## config.mk

```make
export PLATFORM = sky130hd
export DESIGN_NAME = sonar_ping_ctrl
export DESIGN_NICKNAME = d
export VERILOG_FILES = /design/src/rtl/sonar_ping_ctrl.sv
export SDC_FILE = /design/constraint.sdc
export NUM_CORES = 1
export LEC_CHECK = 0
export CELL_PAD_IN_SITES_DETAIL_PLACEMENT = 1
export CELL_PAD_IN_SITES_GLOBAL_PLACEMENT = 2
export CORE_ASPECT_RATIO = 0.8
export CORE_MARGIN = 3
export CORE_UTILIZATION = 27
export DETAILED_ROUTE_END_ITERATION = 16
export PLACE_DENSITY = 0.78
export SLEW_MARGIN = 25
export SYNTH_ARGS = -nofsm -noshare
export SYNTH_HDL_FRONTEND = slang
export SYNTH_SLANG_ARGS = --single-unit
```

## constraint.sdc

```tcl
create_clock -name clk -period 2 [get_ports clk]
set_input_delay 0.3 -clock clk [delete_from_list [all_inputs] [get_ports clk]]
set_output_delay 0.3 -clock clk [all_outputs]
set_load 0.005 [all_outputs]
```

## src/rtl/sonar_ping_ctrl.sv

```systemverilog
// Sonar ping sequencer: clear -> TX burst -> receiver blanking -> listen for echo.
// All phase timing counts ce_pcm ticks; time-of-flight is measured from BURST entry.
module sonar_ping_ctrl #(
  parameter int unsigned CW = 16
) (
  input  logic          clk,
  input  logic          rst,
  input  logic          ce_pcm,
  input  logic          start,
  input  logic          repeat_en,
  input  logic          abort,
  input  logic [CW-1:0] burst_len,
  input  logic [CW-1:0] blank_len,
  input  logic [CW-1:0] listen_len,
  input  logic          cmp,
  output logic          mclear,
  output logic          tx_out,
  output logic          busy,
  output logic          tof_valid,
  output logic          timeout,
  output logic [CW-1:0] tof,
  output logic [2:0]    state_o
);

  typedef enum logic [2:0] {
    StIdle   = 3'd0,
    StClear  = 3'd1,
    StBurst  = 3'd2,
    StBlank  = 3'd3,
    StListen = 3'd4,
    StDone   = 3'd5
  } state_e;

  localparam logic [CW-1:0] AllOnes = '1;
  localparam logic [CW-1:0] One     = 1;

  state_e        state_q, state_d;
  logic [CW-1:0] cnt_q, cnt_d;    // ticks seen in the current phase
  logic [CW-1:0] len_q, len_d;    // length of the current phase, latched on entry
  logic [CW-1:0] tofc_q, tofc_d;  // ticks since BURST entry
  logic [CW-1:0] tof_q, tof_d;
  logic          tx_q, tx_d;
  logic          cmp_q;
  logic          valid_q, valid_d;
  logic          tmo_q, tmo_d;
  logic          phase_done;
  logic          echo;
  logic          timing;

  assign phase_done = (cnt_q >= len_q);
  assign echo       = cmp & ~cmp_q;
  assign timing     = (state_q == StBurst) || (state_q == StBlank) || (state_q == StListen);

  // State and datapath registers
  always_ff @(posedge clk) begin
    if (rst) begin
      state_q <= StIdle;
      cnt_q   <= '0;
      len_q   <= '0;
      tofc_q  <= '0;
      tof_q   <= '0;
      tx_q    <= 1'b0;
      cmp_q   <= 1'b0;
      valid_q <= 1'b0;
      tmo_q   <= 1'b0;
    end else begin
      state_q <= state_d;
      cnt_q   <= cnt_d;
      len_q   <= len_d;
      tofc_q  <= tofc_d;
      tof_q   <= tof_d;
      tx_q    <= tx_d;
      cmp_q   <= cmp;
      valid_q <= valid_d;
      tmo_q   <= tmo_d;
    end
  end

  // Next-state logic: abort overrides everything, otherwise walk the ping phases
  always_comb begin
    state_d = state_q;
    cnt_d   = cnt_q;
    len_d   = len_q;
    tofc_d  = tofc_q;
    tof_d   = tof_q;
    tx_d    = tx_q;
    valid_d = 1'b0;
    tmo_d   = 1'b0;

    // Saturating flight-time counter; the capture below uses the pre-increment value
    if (ce_pcm && timing && (tofc_q != AllOnes)) begin
      tofc_d = tofc_q + One;
    end

    if (abort) begin
      state_d = StIdle;
      cnt_d   = '0;
      tx_d    = 1'b0;
    end else begin
      unique case (state_q)
        StIdle: begin
          if (start || repeat_en) state_d = StClear;
        end
        StClear: begin
          state_d = StBurst;
          cnt_d   = '0;
          tofc_d  = '0;
          len_d   = burst_len;
          tx_d    = 1'b0;
        end
        StBurst: begin
          if (phase_done) begin
            state_d = StBlank;
            cnt_d   = '0;
            len_d   = blank_len;
            tx_d    = 1'b0;
          end else if (ce_pcm) begin
            tx_d  = ~tx_q;
            cnt_d = cnt_q + One;
          end
        end
        StBlank: begin
          if (phase_done) begin
            state_d = StListen;
            cnt_d   = '0;
            len_d   = listen_len;
          end else if (ce_pcm) begin
            cnt_d = cnt_q + One;
          end
        end
        StListen: begin
          // Echo takes precedence over a simultaneous window expiry
          if (echo) begin
            state_d = StDone;
            cnt_d   = '0;
            tof_d   = tofc_q;
            valid_d = 1'b1;
          end else if (phase_done) begin
            state_d = StDone;
            cnt_d   = '0;
            tof_d   = AllOnes;
            tmo_d   = 1'b1;
          end else if (ce_pcm) begin
            cnt_d = cnt_q + One;
          end
        end
        StDone: begin
          state_d = StIdle;
        end
        default: begin
          state_d = StIdle;
        end
      endcase
    end
  end

  // tx is blanked on the burst exit clock and whenever abort is asserted
  assign tx_out    = (state_q == StBurst) && tx_q && !phase_done && !abort;
  assign mclear    = (state_q == StClear) && !abort;
  assign busy      = (state_q != StIdle);
  assign tof_valid = valid_q;
  assign timeout   = tmo_q;
  assign tof       = tof_q;
  assign state_o   = state_q;

endmodule
```

# Word level (Yosys, flattened, before mapping)
# Cells that the tools add are included.
# word_totals
ff_bits	71
in_bits	55
out_inout_bits	24
elab_cells	75
# classes
addsub	2
magnitude_cmp	1
n_eq_ne	10
n_mux	23
n_bitwise	5
n_reduce_logical	25
# op_table
op	n
2-to-1 mux 16 bit	10
one-hot mux 16 bit (3 select lines)	2
adder 16 x 1 -> 16 bit (second input constant)	2
>= comparator 16 bit	1
inequality test 16 bit (second input constant)	1
2-to-1 mux 3 bit	5
one-hot mux 3 bit (5 select lines)	1
nonzero test 3 bit	3
AND reduction 4 bit	2
equality test 3 x 2 -> 1 bit (second input constant)	2
logical AND 1 bit	6
inequality test 2 bit (second input constant)	3
inequality test 3 bit (second input constant)	2
2-to-1 mux 1 bit	4
NOT 1 bit	4
nonzero test 2 bit	2
OR reduction 2 bit	2
OR reduction 4 bit	1
equality test 3 x 1 -> 1 bit (second input constant)	1
equality test 3 bit (second input constant)	1
logical NOT 3 bit	1
logical OR 1 bit	3
AND reduction 3 bit	1
OR reduction 3 bit	1
4 further kinds	5

# Depth between registers and ports, before layout
# logic_depth
ltp_word	8
mapped_depth	10
mapped_depth_nobuf	8

# Least setup slack after synthesis
# Ideal clock, no wire load.
# synth_path
path_kind	register to output
startpoint	reg cnt_q[1]
endpoint	out tx_out
arrival_time_ns	2.005
required_time_ns	1.700
slack_ns	-0.305
path_stages_with_launch	9
n_path_buf	2
path_cell_list	dfxtp_1 ha_1 nor2b_1 o211a_1 o311ai_4 nand3_2 buf_6 buf_2 nor4_1
# synth_between
elab_chain_cells	4
# synth_rtl
item	line_no	text
start, declared	38	logic [CW-1:0] cnt_q, cnt_d;
start signal, assigned	68	cnt_q <= cnt_d;
>= comparator 16 bit	50	assign phase_done = (cnt_q >= len_q);
logical NOT 1 bit	158	assign tx_out = (state_q == StBurst) && tx_q && !phase_done && !abort;
logical AND 1 bit (2 in a row)	158	
end, declared	17	output logic tx_out,
# No other way between the ends.

# Final worst setup path
# layout_path
startpoint	reg len_q[13]
endpoint	out tx_out
# layout_between
elab_chain_cells	4
# layout_rtl
item	line_no	text
start, declared	39	logic [CW-1:0] len_q, len_d;
start signal, assigned	69	len_q <= len_d;
>= comparator 16 bit	50	
logical NOT 1 bit	158	
logical AND 1 bit (2 in a row)	158	
# No other way between the ends.

==> flow_summary_export.csv <==
group,metric,value,unit
final_layout,finish.net_count,716,
detailed_routing,detail_route.vias_per_cell,5.022,
floorplan,ios,79,
sta,worst-slew-pin-transition,0.3540,ns
clock_network,clock_latency,0.34,ns
clock_network,clk_pin_slew,0.05,ns
critical_path,crit_path_max_fanout,3,
hold_path,worstHoldStart,"tof[15]",
critical_path,crit_required,1.70,ns
critical_path,timing.critical_path.arrival,2.09,ns
hold_path,min_path_type,"flop to flop",
place,port_buffers,78,
detailed_routing,route.final.wire_length,13820,um
clock_network,max_h_tree_level,3,
sta,number_of_pins_exceeding_their_max_slew_limit_in_the_final_report,0,
critical_path,timing.critical_path.max_delay_family,"simple AND/OR/NAND/NOR gates",
floorplan,die-height,114.5,um
detailed_routing,detail_route.iter0.violations,126,
final_layout,final_cell_area,6420,sq um
place,post-dp-hpwl,9409,um
yosys,avgSynthCellArea,8.012,sq um
sta,timing.final.crit_share,1.193,
global_route,antenna_found_initial,0,
yosys,synthDistinctLibCells,51,
hold_path,hold_path_end,"tof[15]",
sta,clock.fmax,419.0,MHz
global_route,global_route_wire_length_before_repair,21980,um
sta,rsz_0062_raised_after_global_routing,"true",
detailed_routing,post-route-drc-count,0,
clock_network,tritoncts,"done",
final_layout,antenna_fix_cells,0,
critical_path,rr_startpoint,"cnt_q[1]",
clock_network,clock_tree_root,"clkbuf_16",
detailed_routing,via_count,4158,
sta,fin_crit,2.386,ns
global_route,grt-ovfl-total,0,
critical_path,ws_path_type,"flop to output port",
yosys,ys.flop_type,"dfxtp_1",
power,p_leak,0.002430,uW
detailed_routing,wl_per_cell,16.69,um
place,dpl-instance-area,5430,sq um
power,worst_vdd_drop,484.8,uV
place,gp_congestion,0.8104,
detailed_routing,detailedRoute.firstPassIterationCount,4,
final_layout,final_core_util,0.4593,
final_layout,syn_to_final_growth,61.56,%
floorplan,dieArea,16220,sq um
yosys,synthesis.instances,496,
run,count_of_max_cap_constraint_violations,0,
final_layout,layout_commonest_cell,"clkdlybuf4s50_1",
floorplan,die_w,141.6,um
outcome,failed_checks,"setup timing",
yosys,async_flop_share,0,
critical_path,timing.reg2reg.setup_slack,-0.38,ns
final_layout,final_cell_mix,"clkdlybuf4s50_1 (74), nor2_1 (73), buf_4 (67), dfxtp_1 (61), nand2_1 (40)",
floorplan,core.rowCount,38,
final_layout,final_layout_size_suffix_gt1_frac,0.2778,
outcome,status,"finished, violations left",
sta,finalWorstSetupSlack,-0.3864,ns
sta,max_slew_margin,0.7624,
critical_path,worstRegToRegCells,10,
yosys,syn_nets,569,
hold_path,worst_hold_path.num_cells,2,
detailed_routing,antenna_violating_nets_post_route,0,
sta,hold_violations,0,
sta,finalClockSkew,0.007827,ns
critical_path,cp_slowest_stage_delay,0.32,ns
critical_path,worstPathCellList,"inv_2 -> ha_4 -> nand4_1 -> buf_4 -> nor3_4 -> o311ai_4 -> nand3_4 -> nor4_4 -> buf_2",
critical_path,r2r-end,"tx_q",
global_route,global_routing_usage_summed_across_all_routing_layers,0.1700,
floorplan,initial_utilization,0.2843,
critical_path,crit_slowest_cell,"dfxtp_2",
yosys,ffs_latches_synth,71,
power,pwr_density_cell,616.0,nW/um^2
global_route,first_global_vias,4420,
critical_path,crit_path_start_kind,"flop",
clock_network,total_clock_buffers_created_by_cts,9,
yosys,synth-seq-area-share,0.3577,
critical_path,worstPathBufferInverterCount,3,
global_route,grt_start_max_net_pins,36,
yosys,synth_enable_flop_cells,0,
yosys,synth-warning-count,0,
yosys,mappedNetlistArea,3974,sq um
power,fin_total_pwr,3955,uW
critical_path,cp-end-kind,"output port",
floorplan,core-area,13980,sq um
clock_network,clock_sinks,71,
sta,setup_viol_count_final,54,
clock_network,clock_tree.buffer_depth,2,
-- where the power goes --
| part | internal (uW) | switching (uW) |
|---|---|---|
| Combinational | 507 | 412 |
| Sequential | 1430 | 7.87 |
| Clock | 961 | 637 |
| Total | 2900 | 1060 |
-- how the worst max path moves through the flow --
| stage | startpoint | to | cells past startpoint |
|---|---|---|---|
| 5_1_grt | len_q[13] | tx_out | 9 |
| 2_1_floorplan | len_q[13] | tx_q | 9 |
| 3_5_place_dp | len_q[13] | tx_out | 8 |
| 6_report | len_q[13] | tx_out | 9 |
| 3_3_place_gp | len_q[13] | tx_out | 8 |
| 4_1_cts | len_q[13] | tx_out | 9 |
-- per-layer routing --
metal	vias up	track usage	part of all wire	routed length, um
met3	16	0.05303	0.053	738
met5	-	0	0	0
li1	2074	-	-	-
met1	1966	0.2250	0.47	6555
met4	0	0.05051	0.014	194
met2	102	0.2666	0.46	6329
-- through the flow --
stage,setup TNS [ns],hold WS [ns],setup WS [ns],instances
global route,-20.24,0.5136,-0.4817,828
detailed placement,-18.88,0.4933,-0.5683,792
global placement,-14.59,0.4814,-0.5353,792
finish,-15.09,0.4983,-0.3864,828
floorplan,-1.449,0.4282,-0.1452,496
CTS,-11.66,0.4734,-0.3687,825
-- worst min-delay path, cell delays in order, from the launching register on --
cell and delay [ns]:
dfxtp_1 0.31, nor2_1 0.10, nor3_1 0.05
-- sequential cells by signal, summed over array words and instances, names as in the netlist --
register	count
state_o	3
tofc_q	16
timeout	1
cmp_q	1
cnt_q	16
tof_valid	1
tof	16
len_q	16
tx_q	1
-- cell families after synthesis --
group | count (synthesis) | synth area share
muxes | 17 | 0.04282
DFF | 71 | 0.3577
adders and majority gates | 18 | 0.05668
xor gates and xnor gates | 12 | 0.02645
and+or+nand+nor | 228 | 0.2809
buffers and inverters | 53 | 0.05479
AOI/OAI and AO/OA | 97 | 0.1807
-- synth_stat cells, types with 2 or more instances --
master / number / area share
o31ai_1: 2 / 0.0038
or3_1: 10 / 0.016
and4_1: 5 / 0.011
or2_2: 2 / 0.0031
dfxtp_1: 71 / 0.36
nand4_1: 9 / 0.014
a211o_1: 17 / 0.037
and3_1: 6 / 0.0094
inv_1: 22 / 0.021
clkbuf_1: 20 / 0.019
xor2_1: 3 / 0.0066
nor2_1: 74 / 0.070
o21ai_0: 15 / 0.019
nand3b_1: 2 / 0.0038
nor2b_1: 4 / 0.0063
nand2_1: 41 / 0.039
nand2b_1: 5 / 0.0079
nor3b_1: 4 / 0.0076
xnor2_1: 9 / 0.020
mux2i_1: 17 / 0.043
a31oi_1: 3 / 0.0047
ha_1: 18 / 0.057
a22o_1: 4 / 0.0088
o311ai_0: 6 / 0.013
a21oi_1: 16 / 0.020
o21a_1: 6 / 0.011
nor4_1: 6 / 0.0094
buf_2: 6 / 0.0076
o2111ai_1: 2 / 0.0044
buf_1: 3 / 0.0028
a211oi_1: 17 / 0.032
nor3_1: 25 / 0.031
nand3_1: 25 / 0.031
and2_1: 4 / 0.0063
-- timing repair --
item	CTS	global route
pin swaps	30	20
hold endpoints to repair	0	0
endpoints found under the setup margin	56	62
resized for setup	68	44
hold buffers	0	0
buffers inserted	13	5
gates cloned	4	0
-- layout make-up --
class / instances / area [sq um]
clock inverter: 6 / 61.31
fill: 1628 / 7559
inverter: 22 / 82.58
tap: 180 / 225.2
sequential: 71 / 1439
clock buffer: 10 / 229.0
timing repair buffer: 167 / 1618
multi-input combinational: 372 / 2765
(Power assumes the default switching activity.)
